**config.mk**
```make
export PLATFORM = sky130hd
export DESIGN_NAME = bldc_commutation_sequencer_flat
export DESIGN_NICKNAME = d
export VERILOG_FILES = /design/src/rtl/bldc_commutation_sequencer_if.sv /design/src/rtl/bldc_commutation_sequencer.sv /design/src/flat_wrapper.sv
export SDC_FILE = /design/constraint.sdc
export NUM_CORES = 1
export LEC_CHECK = 0
export CORE_MARGIN = 1
export CORE_UTILIZATION = 55
export CTS_BUF_LIST = sky130_fd_sc_hd__clkbuf_8
export DETAILED_ROUTE_END_ITERATION = 6
export PLACE_DENSITY = 0.81
export SLEW_MARGIN = 20
export SYNTH_ARGS = -nofsm -noshare
export SYNTH_HDL_FRONTEND = slang
export SYNTH_SLANG_ARGS = --single-unit
```
**constraint.sdc**
```tcl
create_clock -name clk_i -period 5.5 [get_ports clk_i]
set_input_delay 0.825 -clock clk_i [delete_from_list [all_inputs] [get_ports clk_i]]
set_output_delay 0.825 -clock clk_i [all_outputs]
set_load 0.1 [all_outputs]
```
**src/rtl/bldc_commutation_sequencer_if.sv**
```systemverilog
// Control and gate-drive bundle between the motor controller and the six-step sequencer.
// The sequencer is the slave; the controller (or bench) is the master.
interface bldc_commutation_sequencer_if #(
    parameter int PERIOD_W = 16
);
    logic                enable_i;
    logic                dir_i;
    logic [PERIOD_W-1:0] period_i;
    logic                duty_i;
    logic                fault_i;
    logic                fault_clr_i;

    logic [2:0]          rotate_state_o;
    logic                step_o;
    logic                fault_o;
    logic                HIN_R;
    logic                HIN_S;
    logic                HIN_T;
    logic                _LIN_R;
    logic                _LIN_S;
    logic                _LIN_T;

    modport master (
        output enable_i, dir_i, period_i, duty_i, fault_i, fault_clr_i,
        input  rotate_state_o, step_o, fault_o,
        input  HIN_R, HIN_S, HIN_T, _LIN_R, _LIN_S, _LIN_T
    );

    modport slave (
        input  enable_i, dir_i, period_i, duty_i, fault_i, fault_clr_i,
        output rotate_state_o, step_o, fault_o,
        output HIN_R, HIN_S, HIN_T, _LIN_R, _LIN_S, _LIN_T
    );
endinterface

```
**src/rtl/bldc_commutation_sequencer.sv**
```systemverilog
// Open-loop six-step BLDC commutation sequencer with dead-time blanking,
// enable gating and latched fault shutdown; every output is registered.
module bldc_commutation_sequencer #(
    parameter int DEAD_CYC = 8,
    parameter int PERIOD_W = 16
) (
    input logic                         clk_i,
    input logic                         rst_n_i,
    bldc_commutation_sequencer_if.slave bus
);
    localparam int DW = $clog2(DEAD_CYC + 1);
    localparam logic [DW-1:0]       DEAD_LOAD  = DW'(DEAD_CYC);
    localparam logic [DW-1:0]       DEAD_ONE   = DW'(1);
    localparam logic [PERIOD_W-1:0] PERIOD_ONE = PERIOD_W'(1);

    // State name = high phase then low phase of the bridge.
    typedef enum logic [2:0] {
        S_RS = 3'd0,
        S_RT = 3'd1,
        S_ST = 3'd2,
        S_SR = 3'd3,
        S_TR = 3'd4,
        S_TS = 3'd5
    } rot_t;

    rot_t                state_q, state_d;
    logic [PERIOD_W-1:0] cnt_q, cnt_d;
    logic [DW-1:0]       dead_q, dead_d;
    logic                fault_q, fault_d;
    logic                en_q;
    logic                step_q;
    logic [2:0]          hin_q, lin_n_q;
    logic                run, commute, reload, drive_ok;
    logic [2:0]          hi_sel, lo_sel;

    function automatic rot_t rot_next(rot_t s, logic rev);
        rot_t r;
        r = s;
        case (s)
            S_RS:    r = rev ? S_TS : S_RT;
            S_RT:    r = rev ? S_RS : S_ST;
            S_ST:    r = rev ? S_RT : S_SR;
            S_SR:    r = rev ? S_ST : S_TR;
            S_TR:    r = rev ? S_SR : S_TS;
            S_TS:    r = rev ? S_TR : S_RS;
            default: r = S_RS;
        endcase
        return r;
    endfunction

    always_comb begin
        fault_d = bus.fault_i | (fault_q & ~bus.fault_clr_i);
        // A fault sampled this edge already freezes the counter and state.
        run     = bus.enable_i & ~fault_q & ~bus.fault_i & (bus.period_i != '0);
        commute = run & (cnt_q >= (bus.period_i - PERIOD_ONE));
        cnt_d   = '0;
        if (run && !commute) begin
            cnt_d = cnt_q + PERIOD_ONE;
        end
        state_d = commute ? rot_next(state_q, bus.dir_i) : state_q;

        reload = commute
               | (bus.enable_i & ~en_q)
               | (fault_q & ~bus.fault_i & bus.fault_clr_i);
        if (reload) begin
            dead_d = DEAD_LOAD;
        end else if (dead_q != '0) begin
            dead_d = dead_q - DEAD_ONE;
        end else begin
            dead_d = dead_q;
        end

        // Gates are derived from next-state values so the old pattern is dropped at the commutation edge itself.
        drive_ok = bus.enable_i & ~fault_d & (dead_d == '0);

        hi_sel = 3'b000;
        lo_sel = 3'b000;
        case (state_d)
            S_RS:    begin hi_sel = 3'b100; lo_sel = 3'b010; end
            S_RT:    begin hi_sel = 3'b100; lo_sel = 3'b001; end
            S_ST:    begin hi_sel = 3'b010; lo_sel = 3'b001; end
            S_SR:    begin hi_sel = 3'b010; lo_sel = 3'b100; end
            S_TR:    begin hi_sel = 3'b001; lo_sel = 3'b100; end
            S_TS:    begin hi_sel = 3'b001; lo_sel = 3'b010; end
            default: begin hi_sel = 3'b000; lo_sel = 3'b000; end
        endcase
    end

    always_ff @(posedge clk_i) begin
        if (!rst_n_i) begin
            state_q <= S_RS;
            cnt_q   <= '0;
            dead_q  <= '0;
            fault_q <= 1'b0;
            en_q    <= 1'b0;
            step_q  <= 1'b0;
            hin_q   <= 3'b000;
            lin_n_q <= 3'b111;
        end else begin
            state_q <= state_d;
            cnt_q   <= cnt_d;
            dead_q  <= dead_d;
            fault_q <= fault_d;
            en_q    <= bus.enable_i;
            step_q  <= commute;
            hin_q   <= hi_sel & {3{drive_ok & bus.duty_i}};
            lin_n_q <= ~(lo_sel & {3{drive_ok}});
        end
    end

    assign bus.rotate_state_o = state_q;
    assign bus.step_o         = step_q;
    assign bus.fault_o        = fault_q;
    assign bus.HIN_R          = hin_q[2];
    assign bus.HIN_S          = hin_q[1];
    assign bus.HIN_T          = hin_q[0];
    assign bus._LIN_R         = lin_n_q[2];
    assign bus._LIN_S         = lin_n_q[1];
    assign bus._LIN_T         = lin_n_q[0];
endmodule

```
**src/flat_wrapper.sv**
```systemverilog
// flat-port wrapper written by rule: the top's interface ports become plain ports
module bldc_commutation_sequencer_flat 
#(
    parameter int DEAD_CYC = 8,
    parameter int PERIOD_W = 16
)
  (clk_i, rst_n_i, bus_enable_i, bus_dir_i, bus_period_i, bus_duty_i, bus_fault_i, bus_fault_clr_i, bus_rotate_state_o, bus_step_o, bus_fault_o, bus_HIN_R, bus_HIN_S, bus_HIN_T, bus__LIN_R, bus__LIN_S, bus__LIN_T);
  bldc_commutation_sequencer_if #(.PERIOD_W(PERIOD_W)) bus_i ();
  input logic clk_i;
  input logic rst_n_i;
  input wire logic [$bits(bus_i.enable_i)-1:0] bus_enable_i;
  input wire logic [$bits(bus_i.dir_i)-1:0] bus_dir_i;
  input wire logic [$bits(bus_i.period_i)-1:0] bus_period_i;
  input wire logic [$bits(bus_i.duty_i)-1:0] bus_duty_i;
  input wire logic [$bits(bus_i.fault_i)-1:0] bus_fault_i;
  input wire logic [$bits(bus_i.fault_clr_i)-1:0] bus_fault_clr_i;
  output wire logic [$bits(bus_i.rotate_state_o)-1:0] bus_rotate_state_o;
  output wire logic [$bits(bus_i.step_o)-1:0] bus_step_o;
  output wire logic [$bits(bus_i.fault_o)-1:0] bus_fault_o;
  output wire logic [$bits(bus_i.HIN_R)-1:0] bus_HIN_R;
  output wire logic [$bits(bus_i.HIN_S)-1:0] bus_HIN_S;
  output wire logic [$bits(bus_i.HIN_T)-1:0] bus_HIN_T;
  output wire logic [$bits(bus_i._LIN_R)-1:0] bus__LIN_R;
  output wire logic [$bits(bus_i._LIN_S)-1:0] bus__LIN_S;
  output wire logic [$bits(bus_i._LIN_T)-1:0] bus__LIN_T;
  assign bus_i.enable_i = bus_enable_i;
  assign bus_i.dir_i = bus_dir_i;
  assign bus_i.period_i = bus_period_i;
  assign bus_i.duty_i = bus_duty_i;
  assign bus_i.fault_i = bus_fault_i;
  assign bus_i.fault_clr_i = bus_fault_clr_i;
  assign bus_rotate_state_o = bus_i.rotate_state_o;
  assign bus_step_o = bus_i.step_o;
  assign bus_fault_o = bus_i.fault_o;
  assign bus_HIN_R = bus_i.HIN_R;
  assign bus_HIN_S = bus_i.HIN_S;
  assign bus_HIN_T = bus_i.HIN_T;
  assign bus__LIN_R = bus_i._LIN_R;
  assign bus__LIN_S = bus_i._LIN_S;
  assign bus__LIN_T = bus_i._LIN_T;
  bldc_commutation_sequencer #(.DEAD_CYC(DEAD_CYC), .PERIOD_W(PERIOD_W)) u_core (.clk_i(clk_i), .rst_n_i(rst_n_i), .bus(bus_i));
endmodule
```
After elaboration in Yosys (flattened, before gate mapping)
Cells that the tools add are included.
{"block": "totals", "reg_bits": 32, "wordCells": 70}
{"block": "classes", "reduce_logical": 14, "n_eq_ne": 10, "order_cmp": 1, "n_addsub": 3, "bitwise": 22, "n_mux": 12}
{"op": "3-bit one-hot mux with 3 select lines", "n": 2}
{"op": "3-bit one-hot mux with 6 select lines", "n": 1}
{"op": "16-bit by 1-bit adder with 16-bit output (second input constant)", "n": 1}
{"op": "16-bit >= comparator", "n": 1}
{"op": "16-bit nonzero test", "n": 1}
{"op": "16-bit by 1-bit subtractor with 16-bit output (second input constant)", "n": 1}
{"op": "3-bit two-way mux", "n": 5}
{"op": "3-bit by 2-bit == test with 1-bit output (second input constant)", "n": 4}
{"op": "3-bit == test (second input constant)", "n": 4}
{"op": "2-bit OR reduction", "n": 6}
{"op": "1-bit bitwise AND", "n": 11}
{"op": "4-bit two-way mux", "n": 2}
{"op": "3-bit bitwise AND", "n": 2}
{"op": "3-bit by 1-bit == test with 1-bit output (second input constant)", "n": 2}
{"op": "3-bit logical NOT", "n": 2}
{"op": "1-bit NOT", "n": 5}
{"op": "4-bit logical NOT", "n": 1}
{"op": "2-bit two-way mux", "n": 2}
{"op": "4-bit nonzero test", "n": 1}
{"op": "4-bit by 1-bit subtractor with 4-bit output (second input constant)", "n": 1}
{"op": "3-bit NOT", "n": 1}
{"op": "1-bit OR", "n": 3}
{"op": "2-bit AND reduction", "n": 1}
{"op": "1-bit logical AND", "n": 1}
{"op": "1-bit logical NOT", "n": 1}

Longest topological paths before layout
{"block": "logic_depth", "word_depth": 12, "ltp_mapped": 14, "depth_no_buf": 13}

Least setup slack after synthesis
OpenSTA, ideal clock, no wires.
{"block": "synth_timing", "path_kind": "input to register", "start": "in bus_period_i[3]", "end": "reg u_core.hin_q[1]", "slack_ns": 1.121, "cell_stages": 13, "setup_time_ns": 0.117, "arrival_time_ns": 4.262, "path_buffers": 0, "path_cell_list": "or3_4 or4_4 or3b_4 or2_4 nor4_4 xnor2_1 ha_1 nand4_1 nor3_1 nand4b_1 a31oi_1 mux2i_1 and4bb_2"}
{"block": "synth_via", "elab_chain_cells": 10}
{"item": "start, declared", "line": "flat_wrapper.sv:13", "text": "input wire logic [$bits(bus_i.period_i)-1:0] bus_period_i;"}
{"item": "16-bit by 1-bit subtractor with 16-bit output or 16-bit nonzero test (tied branches)", "line": "bldc_commutation_sequencer.sv:55, bldc_commutation_sequencer.sv:54"}
{"item": "16-bit >= comparator or 1-bit bitwise AND (tied branches)", "line": "bldc_commutation_sequencer.sv:55, bldc_commutation_sequencer.sv:54"}
{"item": "1-bit bitwise AND *", "line": "bldc_commutation_sequencer.sv:55", "text": "commute = run & (cnt_q >= (bus.period_i - PERIOD_ONE));"}
{"item": "1-bit OR", "line": "bldc_commutation_sequencer.sv:63", "text": "| (bus.enable_i & ~en_q)"}
{"item": "1-bit OR", "line": "bldc_commutation_sequencer.sv:64", "text": "| (fault_q & ~bus.fault_i & bus.fault_clr_i);"}
{"item": "4-bit two-way mux", "line": "bldc_commutation_sequencer.sv:65", "text": "if (reload) begin"}
{"item": "4-bit logical NOT", "line": "bldc_commutation_sequencer.sv:74", "text": "drive_ok = bus.enable_i & ~fault_d & (dead_d == '0);"}
{"item": "1-bit bitwise AND", "line": "bldc_commutation_sequencer.sv:74"}
{"item": "1-bit bitwise AND", "line": "bldc_commutation_sequencer.sv:106", "text": "hin_q <= hi_sel & {3{drive_ok & bus.duty_i}};"}
{"item": "3-bit bitwise AND *", "line": "bldc_commutation_sequencer.sv:106"}
{"item": "end signal, assigned", "line": "bldc_commutation_sequencer.sv:106"}
{"item": "end, declared", "line": "bldc_commutation_sequencer.sv:32", "text": "logic [2:0] hin_q, lin_n_q;"}
Mark *: on every way between the ends. The rest lies on a longest branch, timed or not.
A chain may end at the register's enable or synchronous reset.

Final worst setup path
Ends and elaborated chain as after synthesis.

==> results by group <==
Logic synthesis
  – Mux share of post-synthesis cell area: 1.999%
  – Synth Register Bits: 32
  – Adder-Cell Fraction of Synth Area: 11.51%
  – Synth area leaders: dfxtp_1 31%, ha_1 12%, xnor2_1 7.2%
  – Cell taking the most area after synthesis: dfxtp_1
  – Warnings from Yosys: 0
  – Most common cell in the netlist: nor2_1
  – Syn Nets: 289
  – Simple-gate share of the synthesized area: 30.35%
  – Post-Synth XOR/XNOR Area: 12.72%
  – Sequential fraction of the synthesis area: 31.01%
  – Most frequent cells after synthesis: 33 x nor2_1, 32 x dfxtp_1, 22 x nand2_1
  – Synth Area in Compound Gates: 9.691%
  – Cell variety after synth: 46
  – Largest family of logic cells by synthesized area: simple AND/OR/NAND/NOR gates
  – Synth Cell Area: 0.002066 mm²
  – Synth Instances: 247
  – Post-synth top area share: 31.01%
  – Synthesized area per cell: 8.363 µm²
  – Ys flop type: dfxtp_1
  – Number of synthesized flops with an enable pin: 0
  – Asr flop ratio synth: 0%

Routing
  – Drt total wl: 4.179 mm
  – Vias after detailed routing: 1,793
  – Antenna-violating nets left: 0
  – Initial DRC count: 80
  – Pre-antenna DRT Iters: 4
  – Drc violations: 0
  – WL per Instance: 12.63 µm
  – Vias/cell: 5.417

Clocking
  – CTS tree: yes
  – Later-pin clock latency in the skew report: 0.28 ns
  – Hold-fix buffers, CTS: 0
  – Clock tree buffer depth: 2
  – Post-CTS sizing: 0
  – TritonCTS buffer count: 5
  – # clock sinks: 32
  – Setup Fix Bufs, Post-CTS: 0
  – Root Driver: clkbuf_8
  – H-tree lvl count: 2
  – Worst-path clk slew: 0.07 ns

STA
  – Final setup fails: 0
  – Fmax: 215.2 MHz
  – Final period util: 84.48%
  – Clock Skew: 0.009574 ns
  – Final min period: 4.646 ns
  – Worst slew margin: 34.82%
  – RSZ-0062 raised after global routing: false
  – Fin. Hold Viols: 0
  – Least-Margin Pin Slew: 0.9747 ns
  – Setup ws final: 0.8538 ns
  – Hold Worst Slack: 0.4862 ns
  – Slew Limit Fails: 0
  – Setup TNS after final layout: 0 ns

Power
  – Reported net switching power: 140.0 µW
  – Sequential Power Share: 44.2%
  – Combinational share of power: 16.5%
  – Clk network pwr share: 39.3%
  – Leak: 0.001004 µW
  – Peak VDD IR: 172.3 µV
  – Switch share: 25.27%
  – Pint: 414.0 µW
  – PD cells: 216.9 mW/mm²

Critical path
  – Critical path startpoint category: primary input
  – CP max-delay cell: clkdlybuf4s50_1
  – Critical Path AT: 4.82 ns
  – Worst-path maximum fanout: 8
  – Max stage delay on crit path: 0.46 ns
  – Setup CP Type: primary input to flop
  – Critical path, cell by cell: clkdlybuf4s50_1 -> or3_4 -> or4_4 -> or3b_4 -> or2_4 -> nor4_4 -> xnor2_1 -> ha_1 -> nand4_1 -> nor3_1 -> nand4b_1 -> a31oi_1 -> buf_4 -> mux2i_1 -> and4bb_2
  – WP data required: 5.68 ns
  – Critical path capture point type: flop

Place
  – Detailed placer's ending HPWL: 3.230 mm
  – Post-place setup slack: 0.5371 ns
  – GPL Wtd Cong: 0.8186
  – IO buf count: 33

Floorplan
  – # rows: 21
  – Die Footprint: 0.004005 mm²
  – IO Count: 34
  – Core area: 0.003468 mm²
  – Die W: 63.29 µm
  – Die Ht: 63.29 µm
  – Initial core utilization: 59.56%

Finish
  – Fillers: 289
  – Area of the multi-input gates: 0.001369 mm²
  – Reg area: 640.6 µm²
  – Layout cell share with drive strength beyond 1: 5.965%
  – Layout area overhead: 23.62%
  – Ant diodes: 0
  – Layout Nets: 326

Global route
  – Number of global-route vias before repair: 1,646
  – Pin count of the biggest net entering global routing: 17
  – Congestion Overflow GR: 0
  – Initial antenna violation count: 0
  – Tot GR Track Use: 22.17%
  – Global-route wire length before repair: 7.162 mm

Flow run
  – Maxcap violations: 0

Run status
  – Status: complete, no violations

Hold path
  – Worst Hold Class: flop to flop
## stage by stage
stage	instance area [µm²]	instances	utilization [%]	power, µW
global placement	2446	323	70.53	338.6
finish	2554	331	73.63	554.0
CTS	2554	331	73.63	557.0
floorplan	2066	247	-	306.5
global route	2554	331	73.63	577.4
detailed placement	2446	323	70.53	341.1
## power groups by stage
stage	clock network, µW	registers (µW)	logic [µW]
6_report	218	245	91.6
5_1_grt	230	245	102
4_1_cts	220	245	92.0
3_5_place_dp	0	250	91.3
3_3_place_gp	0	250	89.1
2_1_floorplan	0	254	52.6
## layer usage
metal  routed length (µm)  track usage, %  vias to the layer above
met1                 2039           28.07                      840
met4                   31           6.250                        0
met5                    0               0                        -
met3                  127           4.891                        5
met2                 1980           37.50                       23
li1                     -               -                      925
## layout make-up
cell class / count / area share, %
clock inverter: 3 / 1.519
tap: 46 / 2.254
sequential: 32 / 25.09
multi-input combinational: 200 / 53.60
timing repair buffer: 34 / 13.23
clock buffer: 5 / 2.695
inverter: 11 / 1.617
## cells in the final DEF, fill, tap and decap left out, types with 8 or more instances in the layout
| cell | synthesis | final |
|---|---|---|
| a21oi_1 | 12 | 12 |
| xor2_1 | 13 | 13 |
| clkdlybuf4s50_1 | 0 | 33 |
| nor2_1 | 33 | 33 |
| dfxtp_1 | 32 | 32 |
| nand3_1 | 8 | 8 |
| nand2_1 | 22 | 22 |
| ha_1 | 19 | 19 |
| xnor2_1 | 17 | 17 |
| inv_1 | 11 | 12 |
## state kept, by name, indices dropped and copies added (netlist names)
register / flops
u_core.hin_q: 3
u_core.lin_n_q: 3
u_core.bus.rotate_state_o: 3
u_core.bus.fault_o: 1
u_core.bus.step_o: 1
u_core.dead_q: 4
u_core.en_q: 1
u_core.cnt_q: 16
## final timing paths
kind	slack, ns	start	endpoint	cells past startpoint
setup / recovery	0.85	bus_period_i[3]	u_core.hin_q[1]	15
hold / removal	0.49	u_core.cnt_q[0]	u_core.cnt_q[0]	1
setup reg to reg	2.96	u_core.cnt_q[0]	u_core.cnt_q[9]	8
hold reg to reg	0.49	u_core.cnt_q[0]	u_core.cnt_q[0]	1
## critical path, delay by kind of cell
kind | cells | cell delay (ns)
buffers and inverters | 2 | 0.65
adders and majority gates | 1 | 0.30
and+or+nand+nor | 9 | 2.49
muxes | 1 | 0.25
AOI/OAI and AO/OA | 1 | 0.21
xor gates and xnor gates | 1 | 0.10
## kinds of logic (layout without fill, tap and decap cells)
| logic type | Yosys count | after routing |
|---|---|---|
| AND/OR/NAND/NOR | 115 | 115 |
| adder cells (fa/ha/maj) | 19 | 19 |
| buffers and inverters | 15 | 53 |
| multiplexers | 4 | 4 |
| AO/OA/AOI/OAI | 32 | 32 |
| XOR/XNOR | 30 | 30 |
| flip-flops | 32 | 32 |
No activity file was read; power rests on OpenSTA's default activity.
